**config.mk**
```make
export PLATFORM = sky130hd
export DESIGN_NAME = pipeline_compositor_flat
export DESIGN_NICKNAME = d
export VERILOG_FILES = /design/src/rtl/pipeline_pkg.sv /design/src/rtl/pipeline_compositor_if.sv /design/src/rtl/pipeline_layer_mix.sv /design/src/rtl/pipeline_compositor.sv /design/src/flat_wrapper.sv
export SDC_FILE = /design/constraint.sdc
export NUM_CORES = 1
export LEC_CHECK = 0
export ABC_AREA = 1
export BUFFER_PORTS_ARGS = -buffer_cell sky130_fd_sc_hd__buf_2
export CORE_UTILIZATION = 30
export DETAILED_ROUTE_END_ITERATION = 8
export REMOVE_ABC_BUFFERS = 1
export SETUP_SLACK_MARGIN = 0.05
export SYNTH_ARGS = -nofsm -noshare
export SYNTH_HDL_FRONTEND = slang
export SYNTH_SLANG_ARGS = --single-unit
export TNS_END_PERCENT = 5
```
**constraint.sdc**
```tcl
create_clock -name clk -period 2.1 [get_ports clk]
set_input_delay 0.21 -clock clk [delete_from_list [all_inputs] [get_ports clk]]
set_output_delay 0.21 -clock clk [all_outputs]
set_load 0.05 [all_outputs]
```
**src/rtl/pipeline_pkg.sv**
```systemverilog
// Shared definitions for the pipeline compositor: layer mode encodings and the
// default chroma-key colour.
package pipeline_pkg;

  typedef enum logic [1:0] {
    MODE_NONE    = 2'd0,
    MODE_CHROMA  = 2'd1,
    MODE_OVERLAY = 2'd2,
    MODE_BLEND   = 2'd3
  } layer_mode_t;

  localparam int          MODE_WIDTH        = 2;
  localparam logic [15:0] DEFAULT_KEY_COLOR = 16'h258C;

endpackage

```
**src/rtl/pipeline_compositor_if.sv**
```systemverilog
// Video stream bundle for the compositor: pixel position, background and
// foreground inputs, layer control, and the composited output stream.
interface pipeline_compositor_if #(
  parameter int PIXEL_SIZE = 16,
  parameter int PRECISION  = 11,
  parameter int NUM_LAYERS = 2
);

  logic [PRECISION-1:0]             pixel_x;
  logic [PRECISION-1:0]             pixel_y;
  logic [PIXEL_SIZE-1:0]            bg_pixel_in;
  logic                             output_enable;
  logic [NUM_LAYERS*PIXEL_SIZE-1:0] fg_pixel_in;
  logic [NUM_LAYERS-1:0]            fg_pixel_skip;
  logic [2*NUM_LAYERS-1:0]          ctrl_layer_mode;

  logic [PIXEL_SIZE-1:0]            pixel_out;
  logic [PRECISION-1:0]             pixel_x_out;
  logic [PRECISION-1:0]             pixel_y_out;
  logic                             pixel_valid_out;
  logic                             frame_start_out;

  modport master (
    output pixel_x, pixel_y, bg_pixel_in, output_enable,
           fg_pixel_in, fg_pixel_skip, ctrl_layer_mode,
    input  pixel_out, pixel_x_out, pixel_y_out, pixel_valid_out, frame_start_out
  );

  modport slave (
    input  pixel_x, pixel_y, bg_pixel_in, output_enable,
           fg_pixel_in, fg_pixel_skip, ctrl_layer_mode,
    output pixel_out, pixel_x_out, pixel_y_out, pixel_valid_out, frame_start_out
  );

endinterface

```
**src/rtl/pipeline_layer_mix.sv**
```systemverilog
// Combinational mixer for one foreground layer over the running composite.
// 50% blend exists only when PIPELINE_COMPOSITOR_BLEND_EN is defined.
module pipeline_layer_mix
  import pipeline_pkg::*;
#(
  parameter int                    PIXEL_SIZE = 16,
  parameter int                    RED_SIZE   = 5,
  parameter int                    GREEN_SIZE = 6,
  parameter logic [PIXEL_SIZE-1:0] KEY_COLOR  = PIXEL_SIZE'(DEFAULT_KEY_COLOR)
) (
  input  logic [PIXEL_SIZE-1:0] acc_in,
  input  logic [PIXEL_SIZE-1:0] fg,
  input  logic                  skip,
  input  layer_mode_t           mode,
  output logic [PIXEL_SIZE-1:0] acc_out
);

`ifdef PIPELINE_COMPOSITOR_BLEND_EN
  localparam int BLUE_SIZE = PIXEL_SIZE - RED_SIZE - GREEN_SIZE;

  // One extra bit per channel so the sum never wraps before halving.
  logic [RED_SIZE:0]     red_sum;
  logic [GREEN_SIZE:0]   green_sum;
  logic [BLUE_SIZE:0]    blue_sum;
  logic [PIXEL_SIZE-1:0] blend;

  assign red_sum   = {1'b0, acc_in[PIXEL_SIZE-1 -: RED_SIZE]}
                   + {1'b0, fg[PIXEL_SIZE-1 -: RED_SIZE]};
  assign green_sum = {1'b0, acc_in[BLUE_SIZE +: GREEN_SIZE]}
                   + {1'b0, fg[BLUE_SIZE +: GREEN_SIZE]};
  assign blue_sum  = {1'b0, acc_in[0 +: BLUE_SIZE]}
                   + {1'b0, fg[0 +: BLUE_SIZE]};
  assign blend     = {red_sum[RED_SIZE:1], green_sum[GREEN_SIZE:1], blue_sum[BLUE_SIZE:1]};
`endif

  always_comb begin
    // NOTE: default first so every path assigns acc_out and no latch is inferred.
    acc_out = acc_in;
    if (!skip) begin
      case (mode)
        MODE_CHROMA:  if (fg != KEY_COLOR) acc_out = fg;
        MODE_OVERLAY: acc_out = fg;
`ifdef PIPELINE_COMPOSITOR_BLEND_EN
        MODE_BLEND:   acc_out = blend;
`endif
        default:      acc_out = acc_in;
      endcase
    end
  end

endmodule

```
**src/rtl/pipeline_compositor.sv**
```systemverilog
// Multi-layer pixel compositor: delays background/position to meet the fetched
// foreground, mixes layers bottom-up and registers the result.
// Optional 50% blend mode: define PIPELINE_COMPOSITOR_BLEND_EN.
module pipeline_compositor
  import pipeline_pkg::*;
#(
  parameter int                    PIXEL_SIZE  = 16,
  parameter int                    RED_SIZE    = 5,
  parameter int                    GREEN_SIZE  = 6,
  parameter logic [PIXEL_SIZE-1:0] KEY_COLOR   = PIXEL_SIZE'(DEFAULT_KEY_COLOR),
  parameter int                    PRECISION   = 11,
  parameter int                    NUM_LAYERS  = 2,
  parameter int                    FETCH_DELAY = 3
) (
  input logic                 clk,
  input logic                 reset,
  pipeline_compositor_if.slave bus
);

  logic [PIXEL_SIZE-1:0] bg_d [FETCH_DELAY];
  logic [PRECISION-1:0]  x_d  [FETCH_DELAY];
  logic [PRECISION-1:0]  y_d  [FETCH_DELAY];
  logic [FETCH_DELAY-1:0] oe_d;

  // NOTE: the delay line is reset on purpose so a reset discards every pixel in flight.
  always_ff @(posedge clk) begin
    if (reset) begin
      for (int i = 0; i < FETCH_DELAY; i++) begin
        bg_d[i] <= '0;
        x_d[i]  <= '0;
        y_d[i]  <= '0;
      end
      oe_d <= '0;
    end else begin
      // NOTE: non-blocking assignments let every stage shift on the same edge.
      bg_d[0] <= bus.bg_pixel_in;
      x_d[0]  <= bus.pixel_x;
      y_d[0]  <= bus.pixel_y;
      oe_d[0] <= bus.output_enable;
      for (int i = 1; i < FETCH_DELAY; i++) begin
        bg_d[i] <= bg_d[i-1];
        x_d[i]  <= x_d[i-1];
        y_d[i]  <= y_d[i-1];
        oe_d[i] <= oe_d[i-1];
      end
    end
  end

  logic [PIXEL_SIZE-1:0]   bg_s;
  logic [PRECISION-1:0]    x_s, y_s;
  logic                    oe_s;
  logic                    frame_origin;
  logic [2*NUM_LAYERS-1:0] shadow_mode;
  logic [2*NUM_LAYERS-1:0] eff_mode;

  assign bg_s = bg_d[FETCH_DELAY-1];
  assign x_s  = x_d[FETCH_DELAY-1];
  assign y_s  = y_d[FETCH_DELAY-1];
  assign oe_s = oe_d[FETCH_DELAY-1];

  // Only an active pixel at (0,0) starts a frame, so flushed (cleared) stages
  // after reset cannot load the shadow modes or fake a frame start.
  assign frame_origin = oe_s && (x_s == '0) && (y_s == '0);
  assign eff_mode     = frame_origin ? bus.ctrl_layer_mode : shadow_mode;

  always_ff @(posedge clk) begin
    if (reset)             shadow_mode <= '0;
    else if (frame_origin) shadow_mode <= bus.ctrl_layer_mode;
  end

  logic [NUM_LAYERS:0][PIXEL_SIZE-1:0] acc;
  assign acc[0] = bg_s;

  for (genvar g = 0; g < NUM_LAYERS; g++) begin : g_layer
    pipeline_layer_mix #(
      .PIXEL_SIZE (PIXEL_SIZE),
      .RED_SIZE   (RED_SIZE),
      .GREEN_SIZE (GREEN_SIZE),
      .KEY_COLOR  (KEY_COLOR)
    ) u_mix (
      .acc_in  (acc[g]),
      .fg      (bus.fg_pixel_in[g*PIXEL_SIZE +: PIXEL_SIZE]),
      .skip    (bus.fg_pixel_skip[g]),
      .mode    (layer_mode_t'(eff_mode[MODE_WIDTH*g +: MODE_WIDTH])),
      .acc_out (acc[g+1])
    );
  end

  always_ff @(posedge clk) begin
    if (reset) begin
      bus.pixel_out       <= '0;
      bus.pixel_x_out     <= '0;
      bus.pixel_y_out     <= '0;
      bus.pixel_valid_out <= 1'b0;
      bus.frame_start_out <= 1'b0;
    end else begin
      bus.pixel_out       <= oe_s ? acc[NUM_LAYERS] : '0;
      bus.pixel_x_out     <= x_s;
      bus.pixel_y_out     <= y_s;
      bus.pixel_valid_out <= oe_s;
      bus.frame_start_out <= frame_origin;
    end
  end

endmodule
```
**src/flat_wrapper.sv**
```systemverilog
// flat-port wrapper written by rule: the top's interface ports become plain ports
module pipeline_compositor_flat import pipeline_pkg::*;
#(
  parameter int                    PIXEL_SIZE  = 16,
  parameter int                    RED_SIZE    = 5,
  parameter int                    GREEN_SIZE  = 6,
  parameter logic [PIXEL_SIZE-1:0] KEY_COLOR   = PIXEL_SIZE'(DEFAULT_KEY_COLOR),
  parameter int                    PRECISION   = 11,
  parameter int                    NUM_LAYERS  = 2,
  parameter int                    FETCH_DELAY = 3
)
  (clk, reset, bus_pixel_x, bus_pixel_y, bus_bg_pixel_in, bus_output_enable, bus_fg_pixel_in, bus_fg_pixel_skip, bus_ctrl_layer_mode, bus_pixel_out, bus_pixel_x_out, bus_pixel_y_out, bus_pixel_valid_out, bus_frame_start_out);
  pipeline_compositor_if #(.PIXEL_SIZE(PIXEL_SIZE), .PRECISION(PRECISION), .NUM_LAYERS(NUM_LAYERS)) bus_i ();
  input logic clk;
  input logic reset;
  input wire logic [$bits(bus_i.pixel_x)-1:0] bus_pixel_x;
  input wire logic [$bits(bus_i.pixel_y)-1:0] bus_pixel_y;
  input wire logic [$bits(bus_i.bg_pixel_in)-1:0] bus_bg_pixel_in;
  input wire logic [$bits(bus_i.output_enable)-1:0] bus_output_enable;
  input wire logic [$bits(bus_i.fg_pixel_in)-1:0] bus_fg_pixel_in;
  input wire logic [$bits(bus_i.fg_pixel_skip)-1:0] bus_fg_pixel_skip;
  input wire logic [$bits(bus_i.ctrl_layer_mode)-1:0] bus_ctrl_layer_mode;
  output wire logic [$bits(bus_i.pixel_out)-1:0] bus_pixel_out;
  output wire logic [$bits(bus_i.pixel_x_out)-1:0] bus_pixel_x_out;
  output wire logic [$bits(bus_i.pixel_y_out)-1:0] bus_pixel_y_out;
  output wire logic [$bits(bus_i.pixel_valid_out)-1:0] bus_pixel_valid_out;
  output wire logic [$bits(bus_i.frame_start_out)-1:0] bus_frame_start_out;
  assign bus_i.pixel_x = bus_pixel_x;
  assign bus_i.pixel_y = bus_pixel_y;
  assign bus_i.bg_pixel_in = bus_bg_pixel_in;
  assign bus_i.output_enable = bus_output_enable;
  assign bus_i.fg_pixel_in = bus_fg_pixel_in;
  assign bus_i.fg_pixel_skip = bus_fg_pixel_skip;
  assign bus_i.ctrl_layer_mode = bus_ctrl_layer_mode;
  assign bus_pixel_out = bus_i.pixel_out;
  assign bus_pixel_x_out = bus_i.pixel_x_out;
  assign bus_pixel_y_out = bus_i.pixel_y_out;
  assign bus_pixel_valid_out = bus_i.pixel_valid_out;
  assign bus_frame_start_out = bus_i.frame_start_out;
  pipeline_compositor #(.PIXEL_SIZE(PIXEL_SIZE), .RED_SIZE(RED_SIZE), .GREEN_SIZE(GREEN_SIZE), .KEY_COLOR(KEY_COLOR), .PRECISION(PRECISION), .NUM_LAYERS(NUM_LAYERS), .FETCH_DELAY(FETCH_DELAY)) u_core (.clk(clk), .reset(reset), .bus(bus_i));
endmodule
```
==> results.md, run 1 <==
* Hold path start: reset
* CP max FO at 5
* Finished Cell Area at 0.00762 mm²
* Peak Freq at 425 MHz
* Starting Density at 31.2%
* Worst VDD drop at 537 µV
* # rows at 48
* Worst reg2reg setup slack at -0.25 ns
* R2R depth at 18
* Diode count at 0
* Worst-path clk slew at 0.07 ns
* Drt pass-1 iters at 4
* Status: finished, violations left
* CTS HTree Levels at 4
* Clock Skew at around 0.0076 ns
* Syn Inst Count at 683
* Netlist Area Pre-Place at 0.00546 mm²
* Synth warn at 0
* GP Congestion at 0.876
* WL final at 11.6 mm
* Flops & latches, synth at 161
* Count of different cell masters after synthesis at 25
* DR WL/cell at 10.4 µm
* Total of max-cap violations at 0
* HPWL after DPL at between 7 and 8 mm
* Leak at 3.79 nW
* Mean Syn Cell Area at 8.00 µm²
* Critical Path End Type: flip-flop
* Nets at 959
* Core Region at 0.0175 mm²
* Hold Crit Class: input pin to flip-flop
* Hold slack at 0.153 ns
* Worst Path Required at roughly 2.5 ns
* CTS root buf: clkbuf_16
* Clock Path Buffers at 2
* Pwr/cell area at 875 mW/mm²
* Layout cells sized above 1 at 25.8%
* Post-route ant nets at 0
* Filler cell count at 1768
* WHS Endpoint: u_core.bus.pixel_x_out[2]
* Routed vias/inst at 3.86
* Crit path time final at 2.35 ns
* Worst Path Arrival at 2.70 ns
* Fin. Hold Viols at 0
* GRT Overall Usage at 13.4%
* Seq/Total Area, Yosys at 59.0%
* # setup viols final at 16
* Final Cycle Share at 112%
* Die height at 137 µm
* Max-Slew Margin vs Limit at 57.5%
* RSZ-0062 raised after global routing: yes
* CTS tree: yes
* R2R Path Start: u_core.y_d[0][32]
* Largest net degree at the start of global routing at 123
* Clock sinks at 161
* Crit path launch type: flip-flop
* Drt drc at 0
* Final Slew Violations at 0
* Final Non-Filler Cells at around 1.1k
* Dpl cells at 1039
* Reg-to-reg endpoint: u_core.bus.pixel_out[0]
* Hold Path Stages at 2
* Area after DPL at roughly 0.0065 mm²
* Failing checks: negative setup slack
* Setup ws final at -0.252 ns
* 1st-iter DRT viols at 175
* Die ar. at 0.0188 mm²
* IO Pins at 119
* First-pass GRT wire length at between 15 and 20 mm
* Critical path class: flip-flop to flip-flop
* PortBufs at 118
* Vias in the first global route at 4034
* Worst slew pin tran at 0.632 ns
* GRT overflow at 0
* TritonCTS buffer count at 17
* Initial antenna violation count at 0
* Layout area overhead at 39.5%
* Via count at 4296
* Clk_lat worst skew at 0.41 ns
* Die width at 137 µm
[worst max-delay path by stage]
stage,endpoint,slack [ns],start,depth (start not counted)
3_5_place_dp,u_core.bus.pixel_out[0],-0.23,u_core.x_d[0][26],18
2_1_floorplan,u_core.bus.pixel_out[13],-0.30,u_core.x_d[0][26],14
3_3_place_gp,u_core.bus.pixel_out[0],-0.17,u_core.x_d[0][26],17
6_report,u_core.bus.pixel_out[0],-0.25,u_core.y_d[0][32],18
5_1_grt,u_core.bus.pixel_out[0],-0.49,u_core.x_d[0][22],16
4_1_cts,u_core.bus.pixel_out[0],-0.22,u_core.y_d[0][32],18
[worst max-delay path, stage by stage, from the launching register on]
cell     delay, ns
dfxtp_1       0.31
inv_2         0.05
nand4_1       0.14
nor4_4        0.35
nand3_2       0.16
inv_2         0.10
nand2_2       0.05
nand2_2       0.08
inv_2         0.05
ha_4          0.23
nor2_4        0.16
inv_2         0.06
nor2_2        0.09
nand2_1       0.07
nand2_2       0.10
nand2_1       0.05
nand2_1       0.08
nand2_1       0.05
a21oi_2       0.10
[metrics by stage]
stage	setup TNS (ns)	setup slack, ns	utilization [%]	total power [W]
after CTS	-2.40	-0.217	42.8	0.00678
after floorplan	-4.45	-0.304	-	0.00341
after global routing	-6.83	-0.490	43.5	0.00697
after global placement	-1.97	-0.173	37.1	0.00361
final	-3.39	-0.252	43.5	0.00667
after detailed placement	-2.70	-0.226	37.1	0.00362
[timing repair]
action,in CTS,in global routing
gates resized for setup,3,19
endpoints found under the setup margin,16,16
setup buffers,0,3
pin swaps,0,7
cloned,0,1
hold buffers,39,0
hold endpoints to repair,39,0
[logic make-up (layout without fill, tap and decap cells)]
kind of cell | count (synthesis) | after routing | share of synthesized area, %
flip-flops | 161 | 161 | 59.0
buffers and inverters | 206 | 412 | 14.6
AO/OA/AOI/OAI | 31 | 31 | 3.57
adder cells (fa/ha/maj) | 4 | 4 | 0.916
AND/OR/NAND/NOR | 281 | 281 | 21.9
[report_power, final]
part	internal (W)	switching (W)	total, W
logic	0.000198	0.000239	0.000437
clock network	0.00169	0.00136	0.00305
registers	0.00315	0.0000241	0.00318
total	0.00504	0.00162	0.00667
[layer usage]
layer	GRT usage, %	up-vias	wire length [µm]
met2	20.7	104	5370
met5	0	-	0
met1	17.2	1821	5460
met3	3.81	12	628
li1	-	2359	-
met4	6.23	0	164
[sequential cells by signal, indices dropped and copies added (netlist names)]
signal                      cells
u_core.bg_d                    48
u_core.x_d                     33
u_core.y_d                     33
u_core.bus.pixel_out           16
u_core.bus.pixel_x_out         11
u_core.bus.pixel_y_out         11
u_core.shadow_mode              4
u_core.oe_d                     3
u_core.bus.frame_start_out      1
u_core.bus.pixel_valid_out      1
[final cells by class]
class	instances	area, µm²	area share, %
Clock buffer	17	425	5.58
Tap cell	225	282	3.69
Timing Repair Buffer	197	1300	17.1
Multi-Input combinational cell	316	1530	20.0
Inverter	183	687	9.01
Sequential cell	161	3220	42.3
Clock inverter	15	174	2.28
[Yosys cell counts (all sizes together)]
cell / count / area share [%]
nand3: 43 / 4.1
o21ai: 13 / 1.2
nand4: 10 / 1.1
nor4: 2 / 0.34
inv: 182 / 13
clkbuf: 11 / 0.76
clkinv: 1 / 0.069
nand2: 64 / 4.8
nor2: 162 / 11
buf: 12 / 1.3
dfxtp: 161 / 59
a21oi: 10 / 0.92
ha: 4 / 0.92
o211ai: 8 / 1.5
[cells in the final DEF, fill, tap and decap left out, drive strengths merged]
master / synthesis / routed
inv: 182 / 189
nor2: 162 / 162
dfxtp: 161 / 161
buf: 12 / 158
nand2: 64 / 64
nand3: 43 / 43
dlygate4sd3: 0 / 39
clkbuf: 11 / 17
o21ai: 13 / 13
nand4: 10 / 10
a21oi: 10 / 10
o211ai: 8 / 8
clkinv: 1 / 6
ha: 4 / 4
clkinvlp: 0 / 2
nor4: 2 / 2
bufinv: 0 / 1
(Power assumes the default switching activity.)
==> inputs of run 2 (changes only) <==
--- a/config.mk
+++ b/config.mk
@@ -9,6 +9,7 @@
 export BUFFER_PORTS_ARGS = -buffer_cell sky130_fd_sc_hd__buf_2
 export CORE_UTILIZATION = 30
 export DETAILED_ROUTE_END_ITERATION = 8
+export RECOVER_POWER = 50
 export REMOVE_ABC_BUFFERS = 1
 export SETUP_SLACK_MARGIN = 0.05
 export SYNTH_ARGS = -nofsm -noshare
==> results.md, run 2 (synthesis gave the netlist of run 1 again) <==
* Final Cycle Share at 112% (about the same)
* Crit path from: u_core.y_d[0][32]
* Largest net degree at the start of global routing at 123 (unchanged)
* Drt pass-1 iters at 5 (+1)
* Commonest non-fill, non-tap cell in the layout: inv_1
* P_sw at 0.00163 W (+0.49%)
* CP max FO at 6 (+1)
* Crit path launch type: flip-flop
* Max-Slew Margin vs Limit at 13.8% (-44 points)
* Diode count at 0 (unchanged)
* Worst VDD drop at 548 µV (+2.1%)
* PortBufs at 118 (unchanged)
* Worst Path Arrival at 2.66 ns (-0.04 ns)
* Clock Power Share at 45.9% (about the same)
* IO Pins at 119 (unchanged)
* # setup viols final at 16 (unchanged)
* Final Slew Violations at 0 (unchanged)
* Via count at 4309 (+0.30%)
* Vias in the first global route at 4034 (unchanged)
* Largest reg by FF count: u_core.bg_d
* Hold path start: reset
* Core Region at 0.0175 mm² (unchanged)
* Dpl cells at 1039 (unchanged)
* Die height at 137 µm (unchanged)
* Clock sinks at 161 (unchanged)
* CTS HTree Levels at 4 (unchanged)
* Pre-CTS WS at -0.226 ns (unchanged)
* Setup ws final at -0.251 ns (+0.000667 ns)
* Critical Path End Type: flip-flop
* Crit path time final at 2.35 ns (-0.000667 ns)
* GRT overflow at 0 (unchanged)
* Routed vias/inst at 3.87 (+0.30%)
* Critical path class: flip-flop to flip-flop
* Die width at 137 µm (unchanged)
* Register share of total power at 47.6% (about the same)
* Clock Path Buffers at 2 (unchanged)
* Status: finished, violations left
* CTS root buf: clkbuf_16
* Most frequent cells in the layout: inv_1 (173), dfxtp_1 (161), nor2_1 (155), buf_2 (116), nand2_1 (55)
* TritonCTS buffer count at 17 (unchanged)
* Top flop regs: u_core.bg_d x48, u_core.x_d x33, u_core.y_d x33
* Hold Crit Class: input pin to flip-flop
* DR WL/cell at 10.5 µm (+0.29%)
* # rows at 48 (unchanged)
* Final Non-Filler Cells at 1114 (unchanged)
* Pwr/cell area at 877 mW/mm² (+0.26%)
* Max reg flops at 48 (unchanged)
* CTS tree: yes
* Sw frac at 24.4% (+0.10 points)
* Layout area overhead at 39.3%
* Post-route ant nets at 0 (unchanged)
* Failing checks: negative setup slack
* First-pass GRT wire length at 19.1 mm (unchanged)
* WL final at 11.7 mm (+0.29%)
* Clock Skew at 0.00635 ns (-0.00127 ns)
* Initial antenna violation count at 0 (unchanged)
* GP Congestion at 0.876 (unchanged)
* R2R Path Start: u_core.y_d[0][32]
* GRT Overall Usage at 13.4% (unchanged)
* RSZ-0062 raised after global routing: yes
* HPWL after DPL at 7.93 mm (unchanged)
* Combinational group share of total power at 6.5% (about the same)
* Leak at 3.79 nW (-0.19%)
* Starting Density at 31.2% (unchanged)
* Worst slew pin tran at 1.29 ns (+0.661 ns)
* Total of max-cap violations at 0 (unchanged)
* Fin. Hold Viols at 0 (unchanged)
* Worst Path Required at 2.40 ns (-0.05 ns)
* Pint at 0.00504 W (about the same)
* Nets at 959 (unchanged)
* Worst-path clk slew at 0.07 ns (about the same)
* Layout cells sized above 1 at 25.6% (-0.11 points)
* Peak Freq at 425 MHz (about the same)
* Clk_lat worst skew at 0.42 ns (about the same)
* Drt drc at 0 (unchanged)
* Die ar. at 0.0188 mm² (unchanged)
* 1st-iter DRT viols at 192 (+9.7%)
==> run 2: cell count changes in the layout (fill, tap and decap cells not counted) <==
cell,delta
buf_2,-1
clkbuf_1,+1
buf_12,-1
clkbuf_4,+4
buf_4,-3
==> run 2: layout make-up <==
cell class                      count  area (µm²)
Multi-Input combinational cell    316        1530
Fill cell                        1769        9930
Sequential cell                   161        3220
Clock buffer                       17         425
Clock inverter                     15         174
Tap cell                          225         282
Inverter                          183         687
Timing Repair Buffer              197        1290
==> run 2: final timing paths <==
path         cells past startpoint  slack, ns                         to
max                             13      -0.25    u_core.bus.pixel_out[0]
min reg2reg                      2       0.40         u_core.bg_d[0][42]
max reg2reg                     13      -0.25    u_core.bus.pixel_out[0]
min                              2       0.14  u_core.bus.pixel_x_out[2]
==> run 2: worst max-delay path: stages (launching register included) <==
cell	delay [ns]
dfxtp_1	0.31
inv_2	0.05
nand4_1	0.14
nor4_4	0.35
nand3_2	0.16
buf_4	0.17
nand2_1	0.05
nand2_1	0.12
ha_4	0.31
nor2_4	0.04
buf_6	0.12
buf_4	0.14
o21ai_0	0.22
a21oi_2	0.04
==> run 2: repair_timing <==
action | in CTS | in global routing
pin swaps | 0 | 7
hold endpoints to repair | 39 | 0
gates resized for setup | 3 | 19
endpoints found under the setup margin | 16 | 16
gates cloned | 0 | 1
hold buffers | 39 | 0
setup buffers | 0 | 3
==> run 2: per-stage QoR <==
| step | TNS (ns) | utilization (%) | area [µm²] | power, W | hold slack (ns) |
|---|---|---|---|---|---|
| 2_1_floorplan | -4.45 | - | 5350 | 0.00341 | 0.281 |
| 3_3_place_gp | -1.97 | 37.1 | 6510 | 0.00361 | 0.389 |
| 3_5_place_dp | -2.70 | 37.1 | 6510 | 0.00362 | 0.392 |
| 4_1_cts | -2.40 | 42.8 | 7510 | 0.00678 | 0.130 |
| 5_1_grt | -6.83 | 43.4 | 7610 | 0.00696 | 0.137 |
| 6_report | -3.41 | 43.4 | 7610 | 0.00667 | 0.140 |
==> run 2: per-layer routing <==
layer  track usage [%]  share of wire, %  up-vias
met3              3.81               5.9       18
met1              17.2                46     1817
met4              6.23               2.2        0
met5                 0                 0        -
li1                  -                 -     2358
met2              20.7                46      116
==> run 2: power by group through the flow <==
| stage | Clock [W] | Combinational [W] | Sequential (W) |
|---|---|---|---|
| floorplan | 0 | 0.000143 | 0.00327 |
| global placement | 0 | 0.000371 | 0.00324 |
| detailed placement | 0 | 0.000371 | 0.00324 |
| CTS | 0.00317 | 0.000430 | 0.00318 |
| global route | 0.00329 | 0.000491 | 0.00318 |
| finish | 0.00306 | 0.000435 | 0.00318 |
